[src/rtl/matmul_pkg.sv]
// matmul_pkg: shared FSM encoding, default sizes and helpers for the matmul job arbiter
package matmul_pkg;
    localparam int NREQ_DEF    = 4;
    localparam int TIMEOUT_DEF = 64;
    localparam int JOBS_W      = 8;

    typedef enum logic [1:0] {IDLE, GRANT, RUN, ACK} state_t;

    function automatic int idx_w(input int n);
        return (n > 1) ? $clog2(n) : 1;
    endfunction
endpackage

[src/rtl/matmul_job_arbiter_if.sv]
// matmul_job_arbiter_if: requester and engine handshake bundle for the arbiter
interface matmul_job_arbiter_if
    import matmul_pkg::*;
#(
    parameter int NREQ = NREQ_DEF
);
    logic [NREQ-1:0]   req;
    logic [NREQ-1:0]   gnt;
    logic [NREQ-1:0]   ack;
    logic              eng_start;
    logic              eng_done;
    logic              busy;
    logic              err;
    logic [JOBS_W-1:0] jobs_done;

    modport master (input req, eng_done, output gnt, ack, eng_start, busy, err, jobs_done);
    modport slave  (output req, eng_done, input gnt, ack, eng_start, busy, err, jobs_done);
endinterface

[src/rtl/matmul_rr_pick.sv]
// matmul_rr_pick: combinational round-robin pick, first request at or above ptr with wrap
module matmul_rr_pick
    import matmul_pkg::*;
#(
    parameter int NREQ = NREQ_DEF
)(
    input  logic [NREQ-1:0]        req,
    input  logic [idx_w(NREQ)-1:0] ptr,
    output logic [NREQ-1:0]        win,
    output logic                   valid
);
    localparam int PW = idx_w(NREQ);

    logic [PW-1:0] j;

    // scan from ptr upward, the first set request wins
    always_comb begin
        win   = '0;
        valid = 1'b0;
        j     = '0;
        for (int i = 0; i < NREQ; i++) begin
            j = PW'((int'(ptr) + i) % NREQ);
            if (!valid && req[j]) begin
                win[j] = 1'b1;
                valid  = 1'b1;
            end
        end
    end
endmodule

[src/rtl/matmul_job_arbiter.sv]
// matmul_job_arbiter: round-robin owner of one matmul engine; MATMUL_ARB_TIMEOUT_EN adds a RUN watchdog
module matmul_job_arbiter
    import matmul_pkg::*;
#(
    parameter int NREQ        = NREQ_DEF,
    parameter int TIMEOUT_CYC = TIMEOUT_DEF
)(
    input  logic                 clk,
    input  logic                 rst,
    matmul_job_arbiter_if.master bus
);
    localparam int PW = idx_w(NREQ);

    state_t            state, state_n;
    logic [PW-1:0]     ptr, ptr_n, own;
    logic [NREQ-1:0]   win, gnt_n, ack_n;
    logic              win_v, tmo, tmo_ack, tmo_n, start_n, err_n;
    logic [JOBS_W-1:0] jobs_n;

    matmul_rr_pick #(.NREQ(NREQ)) u_pick (
        .req   (bus.req),
        .ptr   (ptr),
        .win   (win),
        .valid (win_v)
    );

`ifdef MATMUL_ARB_TIMEOUT_EN
    localparam int CW = $clog2(TIMEOUT_CYC + 1);

    logic [CW-1:0] cnt;

    // cycles spent in RUN, restarting from 0 on every job
    always_ff @(posedge clk or posedge rst) begin
        if (rst) cnt <= '0;
        else     cnt <= (state == RUN) ? cnt + CW'(1) : '0;
    end

    assign tmo = (state == RUN) && !bus.eng_done && (cnt == CW'(TIMEOUT_CYC - 1));
`else
    localparam int unused_timeout = TIMEOUT_CYC;

    assign tmo = 1'b0;
`endif

    // owner index recovered from the one-hot grant
    always_comb begin
        own = '0;
        for (int i = 0; i < NREQ; i++)
            if (bus.gnt[i]) own = PW'(i);
    end

    // job sequencing; new requests only matter in IDLE
    always_comb begin
        state_n = (state == IDLE)  ? (win_v ? GRANT : IDLE) :
                  (state == GRANT) ? RUN :
                  (state == RUN)   ? ((bus.eng_done || tmo) ? ACK : RUN) : IDLE;
    end

    // next values of the registered outputs
    always_comb begin
        gnt_n   = (state == IDLE) ? win : (state == ACK) ? '0 : bus.gnt;
        ack_n   = (state == RUN && state_n == ACK) ? bus.gnt : '0;
        start_n = (state == GRANT);
        err_n   = bus.err | tmo;
        tmo_n   = (state == RUN) ? tmo : tmo_ack;
        jobs_n  = bus.jobs_done + JOBS_W'(state == ACK && !tmo_ack);
        ptr_n   = (state == ACK) ? ((int'(own) == NREQ - 1) ? '0 : own + PW'(1)) : ptr;
    end

    // state and output registers; reset aborts any job without an ack
    always_ff @(posedge clk or posedge rst) begin
        if (rst) begin
            state         <= IDLE;
            ptr           <= '0;
            tmo_ack       <= 1'b0;
            bus.gnt       <= '0;
            bus.ack       <= '0;
            bus.eng_start <= 1'b0;
            bus.busy      <= 1'b0;
            bus.err       <= 1'b0;
            bus.jobs_done <= '0;
        end else begin
            state         <= state_n;
            ptr           <= ptr_n;
            tmo_ack       <= tmo_n;
            bus.gnt       <= gnt_n;
            bus.ack       <= ack_n;
            bus.eng_start <= start_n;
            bus.busy      <= (state_n != IDLE);
            bus.err       <= err_n;
            bus.jobs_done <= jobs_n;
        end
    end
endmodule

[src/flat_wrapper.sv]
// flat-port wrapper written by rule: the top's interface ports become plain ports
module matmul_job_arbiter_flat import matmul_pkg::*;
#(
    parameter int NREQ        = NREQ_DEF,
    parameter int TIMEOUT_CYC = TIMEOUT_DEF
)
  (clk, rst, bus_req, bus_eng_done, bus_gnt, bus_ack, bus_eng_start, bus_busy, bus_err, bus_jobs_done);
  matmul_job_arbiter_if #(.NREQ(NREQ)) bus_i ();
  input  logic clk;
  input  logic rst;
  input wire logic [$bits(bus_i.req)-1:0] bus_req;
  input wire logic [$bits(bus_i.eng_done)-1:0] bus_eng_done;
  output wire logic [$bits(bus_i.gnt)-1:0] bus_gnt;
  output wire logic [$bits(bus_i.ack)-1:0] bus_ack;
  output wire logic [$bits(bus_i.eng_start)-1:0] bus_eng_start;
  output wire logic [$bits(bus_i.busy)-1:0] bus_busy;
  output wire logic [$bits(bus_i.err)-1:0] bus_err;
  output wire logic [$bits(bus_i.jobs_done)-1:0] bus_jobs_done;
  assign bus_i.req = bus_req;
  assign bus_i.eng_done = bus_eng_done;
  assign bus_gnt = bus_i.gnt;
  assign bus_ack = bus_i.ack;
  assign bus_eng_start = bus_i.eng_start;
  assign bus_busy = bus_i.busy;
  assign bus_err = bus_i.err;
  assign bus_jobs_done = bus_i.jobs_done;
  matmul_job_arbiter #(.NREQ(NREQ), .TIMEOUT_CYC(TIMEOUT_CYC)) u_core (.clk(clk), .rst(rst), .bus(bus_i));
endmodule
[config.mk]
export PLATFORM = sky130hd
export DESIGN_NAME = matmul_job_arbiter_flat
export DESIGN_NICKNAME = d
export VERILOG_FILES = /design/src/rtl/matmul_pkg.sv /design/src/rtl/matmul_job_arbiter_if.sv /design/src/rtl/matmul_rr_pick.sv /design/src/rtl/matmul_job_arbiter.sv /design/src/flat_wrapper.sv
export SDC_FILE = /design/constraint.sdc
export NUM_CORES = 1
export LEC_CHECK = 0
export BUFFER_PORTS_ARGS = -buffer_cell sky130_fd_sc_hd__buf_4
export CAP_MARGIN = 30
export CORE_MARGIN = 2
export CORE_UTILIZATION = 36
export DETAILED_ROUTE_END_ITERATION = 12
export RECOVER_POWER = 25
export SYNTH_ARGS = -nofsm -noshare
export SYNTH_HDL_FRONTEND = slang
export SYNTH_SLANG_ARGS = --single-unit
[constraint.sdc]
create_clock -name clk -period 6.33 [get_ports clk]
set_clock_uncertainty 0.05 [all_clocks]
set_input_delay 0.633 -clock clk [delete_from_list [all_inputs] [get_ports clk]]
set_output_delay 0.633 -clock clk [all_outputs]
set_load 0.01 [all_outputs]
Word-level counts from Yosys, hierarchy flattened
Cells that the tools add are included.
{"block": "word_totals", "ff_bits": 22, "in_bits": 7, "out_inout_bits": 19, "word_cells": 78}
{"block": "classes", "add_sub_neg": 5, "magnitude_cmp": 8, "n_eq_ne": 5, "muxes": 36, "n_bitwise": 3, "n_reduce_logical": 14}
{"op": "two-way mux 4 bit", "count": 7}
{"op": "two-way mux 1 bit", "count": 15}
{"op": "less-than comparator 2 x 3 -> 1 bit, second input constant", "count": 4}
{"op": "two-way mux 2 bit", "count": 6}
{"op": "bitwise OR 4 bit", "count": 3}
{"op": "adder 8 x 1 -> 8 bit", "count": 1}
{"op": "binary-select mux 1 bit (select 2 bit)", "count": 4}
{"op": "demux 1 bit (select 2 bit)", "count": 4}
{"op": ">= comparator 2 x 1 -> 1 bit, second input constant", "count": 4}
{"op": "logical AND 1 bit", "count": 8}
{"op": "== test 2 bit, second input constant", "count": 3}
{"op": "adder 2 x 1 -> 2 bit, second input constant", "count": 2}
{"op": "adder 2 bit, second input constant", "count": 2}
{"op": "== test 2 x 1 -> 1 bit, second input constant", "count": 2}
{"op": "nonzero test 2 bit", "count": 2}
{"op": "zero test 1 bit", "count": 3}
{"op": "zero test 2 bit", "count": 1}

Depth between registers and ports, before layout
{"block": "logic_depth", "ltp_word": 17, "depth_mapped": 8, "ltp_nobuf": 6}

Hierarchy
Synthesis repeated with hierarchy kept, for this count alone.
{"block": "hier_totals", "cells_unflattened": 130, "hier_area_um2": 1386.3}
{"module": "matmul_job_arbiter", "n_inst": 1, "cells_per_inst": 68, "area_per_inst_um2": 892.1, "seq_area_each_um2": 550.5}
{"module": "matmul_rr_pick", "n_inst": 1, "cells_per_inst": 62, "area_per_inst_um2": 494.2, "seq_area_each_um2": 0.0}

Least setup slack after synthesis
No wires, ideal clock.
{"block": "synth_path", "path_type": "register to register", "from": "reg u_core.ptr[0]", "to": "reg u_core.bus.gnt[0]", "setup_time_ps": 138, "arrival_time_ps": 2227, "required_time_ps": 6142, "path_slack_ps": 3915, "stages_incl_launch_ff": 9, "path_cell_list": "dfrtp_1 buf_2 buf_2 inv_1 ha_1 mux2i_1 mux2_2 a2111oi_1 o211ai_1"}
{"block": "synth_via", "elab_chain_len": 13}
{"element": "start, declared", "line_no": "matmul_job_arbiter.sv:15", "text": "logic [PW-1:0] ptr, ptr_n, own;"}
{"element": "start signal, assigned", "line_no": "matmul_job_arbiter.sv:84", "text": "ptr <= ptr_n;"}
{"element": "branches (longest 11 deep; another with less-than comparator 2 x 3 -> 1 bit)"}
{"element": "two-way mux 4 bit (*)", "line_no": "matmul_rr_pick.sv:23", "text": "if (!valid && req[j]) begin"}
{"element": "two-way mux 4 bit (*)", "line_no": "matmul_job_arbiter.sv:61", "text": "gnt_n = (state == IDLE) ? win : (state == ACK) ? '0 : bus.gnt;"}
{"element": "end signal, assigned", "line_no": "matmul_job_arbiter.sv:86", "text": "bus.gnt <= gnt_n;"}
{"element": "end, declared", "line_no": "matmul_job_arbiter_if.sv:16", "text": "modport master (input req, eng_done, output gnt, ack, eng_start, busy, err, jobs_done);"}
Mark *: on every way between the ends. The select of a mux whose other input is x is not followed.
A chain may end at the register's enable or synchronous reset.

Worst setup path in the final report
{"block": "layout_path", "from": "reg u_core.ptr[0]", "to": "reg u_core.bus.gnt[1]"}
Same word-level chain as after synthesis.

==> impl_results.md <==
- Largest net degree at the start of global routing: 27
- Fin. max-slew vios: 0
- Worst Path Required: 6.40 ns
- Fillers: 355
- Area grow syn2layout: 20.1%
- Leading post-synthesis cells by cell area: dfrtp_1 (40%), ha_1 (12%), mux2i_1 (5.9%)
- Detailed placement HPWL: 2120 µm
- Min Tclk post-route: 2.80 ns
- Seq/Total Area, Yosys: 0.404
- Hold Path Class: flip-flop to flip-flop
- IO Pins: 26
- Period utilization: 0.443
- Post CTS Setup Buffer Count: 0
- Fin util: 0.447
- Finish-stage setup viols: 0
- DR WL/cell: 12.7 µm
- Horiz. Die Dim: 65.5 µm
- Critical path origin: u_core.ptr[0]
- Worst skew pair latency: 0.25 ns
- Top_reg_cell synth: dfrtp_1
- Status: completed
- Internal power: 413 µW
- NetSw: 301 µW
- Num rows: 22
- Starting Density: 0.372
- CTS sink count: 22
- Final antenna-violating net count: 0
- Core Area: 3660 µm²
- First-pass GRT wire length: 4580 µm
- CTS H-Tree Depth: 1
- Vias in the first global route: 1003
- FF-to-FF setup slack: 3.53 ns
- Area leader, netlist: dfrtp_1
- Cell count after synthesis: 135
- RSZ-0062 raised after global routing: false
- WL final: 2640 µm
- Initial DRC Count: 67
- Netlist Area Pre-Place: 1360 µm²
- Synthesized area per cell: 10.1 µm²
- Switch share: 0.422
- Number of port buffers: 24
- Vias/cell: 5.11
- Syn nets: 155
- Post-synth cell types: 34
- Logic pwr share: 0.515
- Root Driver: clkbuf_8
- Worst-case clock buffer depth: 2
- Drt drc: 0
- Max-Cap Viols: 0
- Ys Warns: 0
- Post-synth EDFFs: 0
- CP Max Fanout: 26
- Final nets: 180
- Die ar.: 4290 µm²
- Area post-placement: 1580 µm²
- Post-synth ARST share: 1.00
- Final hold vios: 0
- Finished Cell Area: 1640 µm²
- Pwr Density: 437 nW/µm²
- Grt ovf: 0
- Crit path kind: flip-flop to flip-flop
- Initial antenna violation count: 0
- Critical hold path startpoint: u_core.bus.jobs_done[7]
- Max Fclk: 357 MHz
- Via count: 1058
- Clk slew on worst S/H paths: 0.07 ns
- Layout cell share with drive strength beyond 1: 0.208
- Die height: 65.5 µm
- Antenna Cells: 0
- CTS tree: built
- Setup TNS Final: 0 ns
- Total track usage: 0.137
- LEAKAGE: 0.000749 µW
- Clock share of power: 0.134
- Worst-margin pin slew: 0.798 ns
- Synth top cells by count: dfrtp_1 (22), nand2_1 (14), ha_1 (13), mux2i_1 (8), o211ai_1 (8)
- Worst Setup End Kind: flip-flop
- Crit path launch type: flip-flop
- Data arrival, critical path: 2.88 ns
- Seq pwr share: 0.351
- TritonRoute pass-1 iters: 4
- Slew HR: 0.467
- CTS resizes: 0
- Routability cong.: 0.810
- Hold_buf cts: 0
- Cts bufs inserted: 3
- Most frequent cell after synthesis: dfrtp_1
- Yosys top cell area share: 0.404
- Worst reg2reg path startpoint: u_core.ptr[0]
- Register bit total from synthesis: 22
- Worst vdd ir: 0.000159 V
## worst paths after layout
kind	depth (start not counted)	to
setup / recovery	6	u_core.bus.gnt[1]
hold / removal	1	u_core.bus.jobs_done[7]
setup reg to reg	6	u_core.bus.gnt[1]
hold reg to reg	1	u_core.bus.jobs_done[7]
max in group asynchronous	2	u_core.bus.gnt[1]
min in group asynchronous	2	u_core.bus.gnt[2]
## power groups by stage
stage	clock network (µW)	registers [µW]	logic, µW
finish	96.0	251	368
global route	106	261	414
CTS	101	251	371
detailed placement	0	254	369
global placement	0	250	367
floorplan	0	240	263
## logic make-up after synthesis
kind of cell / synth area share
buffers and inverters: 0.0349
DFF: 0.404
AOI/OAI and AO/OA: 0.154
adders and majority gates: 0.119
muxes: 0.0753
other: 0.00275
xor gates and xnor gates: 0.0386
and+or+nand+nor: 0.171
## area by class of cell
cell class	instances	area, µm²	share of cell area
Sequential cell	22	551	0.336
Inverter	7	26.3	0.0161
Tap cell	48	60.1	0.0367
Multi-Input combinational cell	102	764	0.467
Timing Repair Buffer	24	180	0.110
Clock buffer	4	55.1	0.0336
## worst max-delay path, cell delays in order (launching register included)
cell       delay, ns
dfrtp_1         0.82
inv_1           0.21
ha_1            0.46
mux2i_1         0.44
nor3b_1         0.09
a2111oi_1       0.45
o211ai_1        0.15
## state kept, by name, summed over array words and instances (netlist names)
register / count
u_core.ptr: 2
u_core.bus.ack: 4
u_core.bus.gnt: 4
u_core.state: 2
u_core.bus.busy: 1
u_core.bus.jobs_done: 8
u_core.bus.eng_start: 1
## placed cells by master, fill, tap and decap left out, drive strengths merged
master   count
a21oi        3
or4bb        1
or2          2
xor2         2
o21bai       1
nor2b        1
o31a         1
o21ai        5
ha          13
xnor2        4
clkbuf       5
nor3b        4
nand3b       1
mux2         2
nand3        4
mux2i        8
and3         1
nand2       14
dfrtp       22
a211oi       1
conb         1
and2         3
or3b         1
buf         23
inv          7
o211ai       8
nor2         5
o22ai        5
o211a        1
nand2b       5
a2111oi      4
nand4b       1
## through the flow
| stage | setup slack [ns] | std cells | hold slack [ns] | power [µW] |
|---|---|---|---|---|
| 5_1_grt | 3.31 | 207 | 0.453 | 781 |
| 6_report | 3.53 | 207 | 0.420 | 715 |
| 3_5_place_dp | 3.58 | 203 | 0.413 | 623 |
| 3_3_place_gp | 3.66 | 203 | 0.414 | 617 |
| 2_1_floorplan | 3.91 | 135 | 0.457 | 503 |
| 4_1_cts | 3.56 | 207 | 0.428 | 723 |
## routing by layer
metal	GRT usage	up-vias	share of wire
li1	-	528	-
met2	0.207	25	0.46
met3	0.0137	2	0.042
met1	0.191	503	0.49
met4	0.0755	0	0.010
met5	0	-	0
Power figures use the tool's default switching activity.
